<file path="config.mk">
export PLATFORM = sky130hd
export DESIGN_NAME = udp_byte_packer
export DESIGN_NICKNAME = d
export VERILOG_FILES = /design/src/rtl/udp_byte_packer.sv
export SDC_FILE = /design/constraint.sdc
export NUM_CORES = 1
export LEC_CHECK = 0
export BUFFER_PORTS_ARGS = -buffer_cell sky130_fd_sc_hd__buf_2
export CAP_MARGIN = 25
export CORE_MARGIN = 1.5
export CORE_UTILIZATION = 49
export DETAILED_ROUTE_END_ITERATION = 8
export PLACE_DENSITY_LB_ADDON = 0.1
export SLEW_MARGIN = 10
export SYNTH_ARGS = -nofsm -noshare
export SYNTH_HDL_FRONTEND = slang
export SYNTH_SLANG_ARGS = --single-unit
</file>
<file path="constraint.sdc">
create_clock -name clk -period 1.8 [get_ports clk]
set_input_delay 0.27 -clock clk [delete_from_list [all_inputs] [get_ports clk]]
set_output_delay 0.27 -clock clk [all_outputs]
set_load 0.05 [all_outputs]
</file>
<file path="src/rtl/udp_byte_packer.sv">
// Packs a stream of UDP payload bytes into 32-bit words, first byte in [31:24].
// A word closes on its fourth byte or on a packet's last byte; unused lanes carry PAD.
module udp_byte_packer #(
  parameter logic [7:0] PAD   = 8'hFF,
  parameter int         CNT_W = 16
) (
  input  logic             clk,
  input  logic             reset,
  input  logic             s_valid,
  input  logic [7:0]       s_data,
  input  logic             s_last,
  output logic             s_ready,
  output logic             m_valid,
  output logic [31:0]      m_data,
  output logic [3:0]       m_keep,
  output logic             m_last,
  input  logic             m_ready,
  output logic [CNT_W-1:0] pkt_count
);

  // Handshakes: a transfer happens on a rising edge where valid and ready are both
  // high; the source holds valid and its payload stable until then.
  logic [1:0]  lane;
  logic [23:0] asm_q;
  logic        accept;
  logic        close;
  logic        out_fire;
  logic [31:0] word_next;
  logic [3:0]  keep_next;

  // One output slot: new bytes are taken only if the slot is empty or draining now.
  assign s_ready  = !m_valid || m_ready;
  assign accept   = s_valid && s_ready;
  assign close    = accept && (s_last || (lane == 2'd3));
  assign out_fire = m_valid && m_ready;

  // Only lanes below the current one come from the assembly register, so stale
  // assembly bytes never reach m_data.
  always_comb begin
    word_next = {PAD, PAD, PAD, PAD};
    keep_next = 4'b0000;
    case (lane)
      2'd0: begin
        word_next = {s_data, PAD, PAD, PAD};
        keep_next = 4'b1000;
      end
      2'd1: begin
        word_next = {asm_q[23:16], s_data, PAD, PAD};
        keep_next = 4'b1100;
      end
      2'd2: begin
        word_next = {asm_q[23:8], s_data, PAD};
        keep_next = 4'b1110;
      end
      default: begin
        word_next = {asm_q, s_data};
        keep_next = 4'b1111;
      end
    endcase
  end

  always_ff @(posedge clk) begin
    if (reset) begin
      lane      <= 2'd0;
      asm_q     <= 24'h0;
      m_valid   <= 1'b0;
      m_data    <= 32'h0;
      m_keep    <= 4'h0;
      m_last    <= 1'b0;
      pkt_count <= '0;
    end else begin
      if (close) begin
        lane <= 2'd0;
      end else if (accept) begin
        case (lane)
          2'd0:    asm_q[23:16] <= s_data;
          2'd1:    asm_q[15:8]  <= s_data;
          default: asm_q[7:0]   <= s_data;
        endcase
        lane <= lane + 2'd1;
      end

      // A closing word replaces a draining one in the same edge, keeping m_valid high.
      if (close) begin
        m_valid <= 1'b1;
        m_data  <= word_next;
        m_keep  <= keep_next;
        m_last  <= s_last;
      end else if (out_fire) begin
        m_valid <= 1'b0;
      end

      if (out_fire && m_last) begin
        pkt_count <= pkt_count + CNT_W'(1);
      end
    end
  end

endmodule

</file>
# Word level (Yosys, flattened, before mapping)
# Cells that the tools add are included.
# Widths: inputs -> output; s select.
dict set report word_totals {
  reg_bits 80
  inputBits 13
}
dict set report op_classes {
  add_sub_neg 2
  eq_ne 3
  n_mux 4
  bitwise_logic 2
  n_reduce_logical 14
}
# operator count
set op_table {}
lappend op_table {{$pmux 32 s3} 1}
lappend op_table {{$add 16x1->16 const B} 1}
lappend op_table {{$pmux 3 s3} 1}
lappend op_table {{$reduce_and 3->1} 3}
lappend op_table {{$eq 2x2->1 const B} 2}
lappend op_table {{$logic_and 1x1->1} 4}
lappend op_table {{$reduce_or 2->1} 2}
lappend op_table {{$add 2x1->2 const B} 1}
lappend op_table {{$eq 2x1->1 const B} 1}
lappend op_table {{$logic_not 2->1} 1}
lappend op_table {{$logic_or 1x1->1} 2}
lappend op_table {{$mux 1} 2}
lappend op_table {{$not 1->1} 2}
lappend op_table {{$reduce_bool 2->1} 1}
lappend op_table {{$logic_not 1->1} 1}

# Logic depth before layout (Yosys ltp)
dict set report logic_depth {
  depth_word 6
  ltp_mapped 8
  mapped_depth_nobuf 6
}

# Worst setup path after synthesis
# OpenSTA, ideal clock, no wires.
dict set report synth_path {
  path_type {reg-to-reg}
  from {register pkt_count[0]}
  to {register pkt_count[14]}
  arrival_time_ns 1.842
  required_ns 1.729
  slack_ns -0.113
  path_stages_with_launch 5
  n_path_buf 0
  synth_period_minus_slack_ns 1.913
  cell_sequence {dfxtp_1 ha_1 nand4_1 or4_1 a21oi_1}
}
dict set report synth_between {
  elab_chain_cells 1
}
# element line
set synth_lines {}
lappend synth_lines {{start, declared} 18} ;# output logic [CNT_W-1:0] pkt_count
lappend synth_lines {{start signal, assigned} 94} ;# pkt_count <= pkt_count + CNT_W'(1);
lappend synth_lines {{$add 16x1->16} 94}
# Every way passes these cells.
# A chain may end at the register's enable or synchronous reset.

# Worst setup path after layout
dict set report layout_path {
  from {register m_valid}
  to {output s_ready}
}
dict set report layout_between {
  elab_chain_cells 2
}
# element line
set layout_lines {}
lappend layout_lines {{start, declared} 13} ;# output logic m_valid,
lappend layout_lines {{start signal, assigned} 66} ;# m_valid <= 1'b0;
lappend layout_lines {{start signal, assigned} 85} ;# m_valid <= 1'b1;
lappend layout_lines {{start signal, assigned} 90} ;# m_valid <= 1'b0;
lappend layout_lines {{$logic_not 1->1} 32} ;# assign s_ready = !m_valid || m_ready;
lappend layout_lines {{$logic_or 1x1->1} 32}
lappend layout_lines {{end, declared} 12} ;# output logic s_ready,
# Every way passes these cells.

==> key figures <==
Floorplan
  – Cell Rows: 30
  – Vert. Die Dim: 87.3 um
  – Die W: 87.3 um
  – Core area: about 6800 um2
  – # IOs: 68
  – Starting Density: 0.510
  – Die Area: 7620 um2

Worst hold path
  – Hold_sp: s_last
  – Hold Crit Class: input pin to register
  – Hold Path Sink: m_last
  – Hold depth: 3

Setup path
  – Worst path max stage delay: roughly 340 ps
  – Crit-path cells: nand2b_1 > buf_4 > buf_2
  – Worst EP arrival: ~1500 ps
  – Crit. End Element: output port
  – Reg-to-reg startpoint: lane[1]
  – R2R cell count: 7
  – R2R Setup Slk: 140 ps
  – CP Class: register to output port
  – CP top delay family: buffers and inverters
  – Reg2reg end: asm_q[7]
  – Crit-path max FO: 7
  – Critical path's slowest cell: dfxtp_2
  – Worst path required time: 1530 ps
  – Worst Path Buf+Inv: 2
  – Critical path launch point type: register

Yosys
  – Register bit total from synthesis: 80
  – Yosys top cell area share: 0.460
  – Synth warnings: 0
  – Asr flop ratio synth: 0
  – Post-Synthesis Cells: 395
  – Post-Synthesis Cell Area: 3480 um2
  – Most used DFF post-synth: dfxtp_1
  – Syn nets: 416
  – Distinct cells, synth: 41
  – Mapped Avg Cell Area: 8.82 um2
  – Sequential area share after synthesis: 0.460
  – Post-synth top area cell: dfxtp_1
  – Post-synth EDFFs: 0
  – Dominant cells by area after synthesis: dfxtp_1 (46%), nor2_1 (8.1%), mux2i_1 (7.5%), a21oi_1 (4.3%), nor3_1 (3.0%)

Clock tree
  – TritonCTS Buffers: 9
  – Worst-path clk slew: approximately 80 ps
  – Cts hold-fix bufs: 0
  – Number of clock sinks: 80
  – Deepest clock path buffer count: 2
  – Total setup buffers inserted after CTS: 0
  – CTS tree: yes
  – Root Buffer: clkbuf_8
  – Skew-Pair Late Insertion Delay: 350 ps
  – Number of H-tree levels: 3

Detailed routing
  – First drt pass iteration count: 4
  – Vias: 2,977
  – Via density per instance: 5.34
  – Routed WL: 7850 um
  – DRT met1 WL: 3660 um
  – Max Used Layer: met4
  – DRC viols: 0
  – Wire length per cell: between 10 and 15 um
  – Met3 routed wirelength: around 340 um
  – Post-route ant nets: 0
  – WL met2: 3730 um
  – DR iter-0 viols: 130

Placed design
  – GP Congestion: 0.759
  – Dpl hpwl: 5250 um
  – # port buffers: 67

Power and ir drop
  – Cell Pwr Density: around 930 nW/um2
  – Static leakage: between 1.5 and 2 nW
  – Peak supply drop: 0.555 mV

Timing
  – Total negative slack: 0 ps
  – Crit share post-route: 0.973
  – # setup viols final: 0
  – Slew HR: 0.719
  – FMAX: between 500 and 600 MHz
  – Hold Violations, Final: 0
  – Final count of pins violating max slew: 0
  – Least-Margin Pin Slew: 411 ps
  – Min Tclk post-route: about 1800 ps
  – Worst clock skew: about 9.2 ps

Global route
  – Initial antenna violation count: 0
  – Pin count of the biggest net entering global routing: 81
  – Tot GR Track Use: 0.212
  – First-pass GRT wire length: around 13,000 um
  – Overflow after GRT: 0
  – Vias in the first global route: 2,559

Cells and area
  – ANT cells: 0
  – Layout cells sized above 1: 0.255
  – Nets: between 400 and 500
  – Layout area overhead: 19.9%
  – Final core utilization: 0.611

Flow run
  – Total of max-cap violations: 0

Run status
  – Status: complete, no violations
[cell usage in the layout (no fill, tap or decap), drive strengths merged, types with 2 or more instances in the layout]
master	count
buf	82
dfxtp	80
nor2	76
a21oi	30
mux2i	26
nand2	24
nor3	21
inv	18
clkbuf	11
a211oi	9
nand4	9
a311oi	8
a221oi	8
ha	8
a2111oi	8
xnor2	6
xor2	6
nand3	4
and3	3
clkinvlp	3
and4	3
o21ai	2
o31ai	2
or4	2
or3	2
[cell type report]
type / instances / area [um2]
multi-input cells: 266 / 1700
clock inverters: 5 / 57.6
inverters: 18 / 67.6
fillers: 642 / 2660
flip-flops and latches: 80 / 1610
repair buffers: 82 / 485
well taps: 96 / 120
clock buffers: 11 / 131
[worst max-delay path by stage]
stage	start	to	slack, ps	cells after the start
floorplan	pkt_count[2]	pkt_count[15]	4	5
global placement	lane[0]	m_data[27]	50	5
detailed placement	lane[0]	m_data[25]	-20	5
CTS	lane[0]	m_data[30]	30	5
global route	m_valid	s_ready	-0.04	3
finish	m_valid	s_ready	50	3
[worst min-delay path: stages]
cell	delay [ps]
buf_2	100
a32oi_1	80
nor2_1	80
[cell usage after synthesis (all sizes together), types with 2 or more instances]
master and instances:
nand2 24, buf 11, nand3 4, a2111oi 8
a221oi 8, a21oi 30, o21ai 2, dfxtp 80
xnor2 6, and3 3, or3 2, or4 2
mux2i 26, xor2 6, nor3 21, ha 8
a211oi 9, a311oi 8, o31ai 2, and4 3
nand4 9, nor2 76, inv 18, clkbuf 20
[sequential cells by signal (all words and copies together) (netlist names)]
name       flops
asm_q         24
m_data        32
m_last         1
pkt_count     16
lane           2
m_keep         4
m_valid        1
[stage by stage]
step | setup WS, ps | instance area [um2] | instances | power, mW | hold WS, ps
after CTS | 28.9 | 4130 | 558 | 3.91 | 211
after global placement | 47.7 | 3940 | 542 | 2.63 | 443
final | 48.4 | 4180 | 558 | 3.90 | 218
after detailed placement | -23.0 | 3940 | 542 | 2.64 | 447
after global routing | -0.0359 | 4180 | 558 | 4.07 | 237
after floorplan | 3.86 | 3490 | 395 | 2.46 | 414
[routing by layer]
layer  vias up  track usage
met4         0       0.0750
met1      1403        0.288
met3        13       0.0379
li1       1496            -
met2        65        0.338
met5         -            0
[power breakdown]
part | internal (mW) | leakage [nW] | switching, mW
sequential | 1.85 | 0.656 | 0.0441
combinational | 0.211 | 1.15 | 0.511
clock | 0.639 | 0.0856 | 0.642
[logic make-up after synthesis]
family | share of synthesized area
adders and majority gates | 0.0287
DFF | 0.460
buffers and inverters | 0.0643
and+or+nand+nor | 0.210
xor gates and xnor gates | 0.0302
muxes | 0.0747
AOI/OAI and AO/OA | 0.133
[timing repair]
item | 4_1_cts | 5_1_grt
endpoints found under the setup margin | 8 | 34
cloned | 0 | 0
gates resized for setup | 1 | 11
Power figures use the tool's default switching activity.
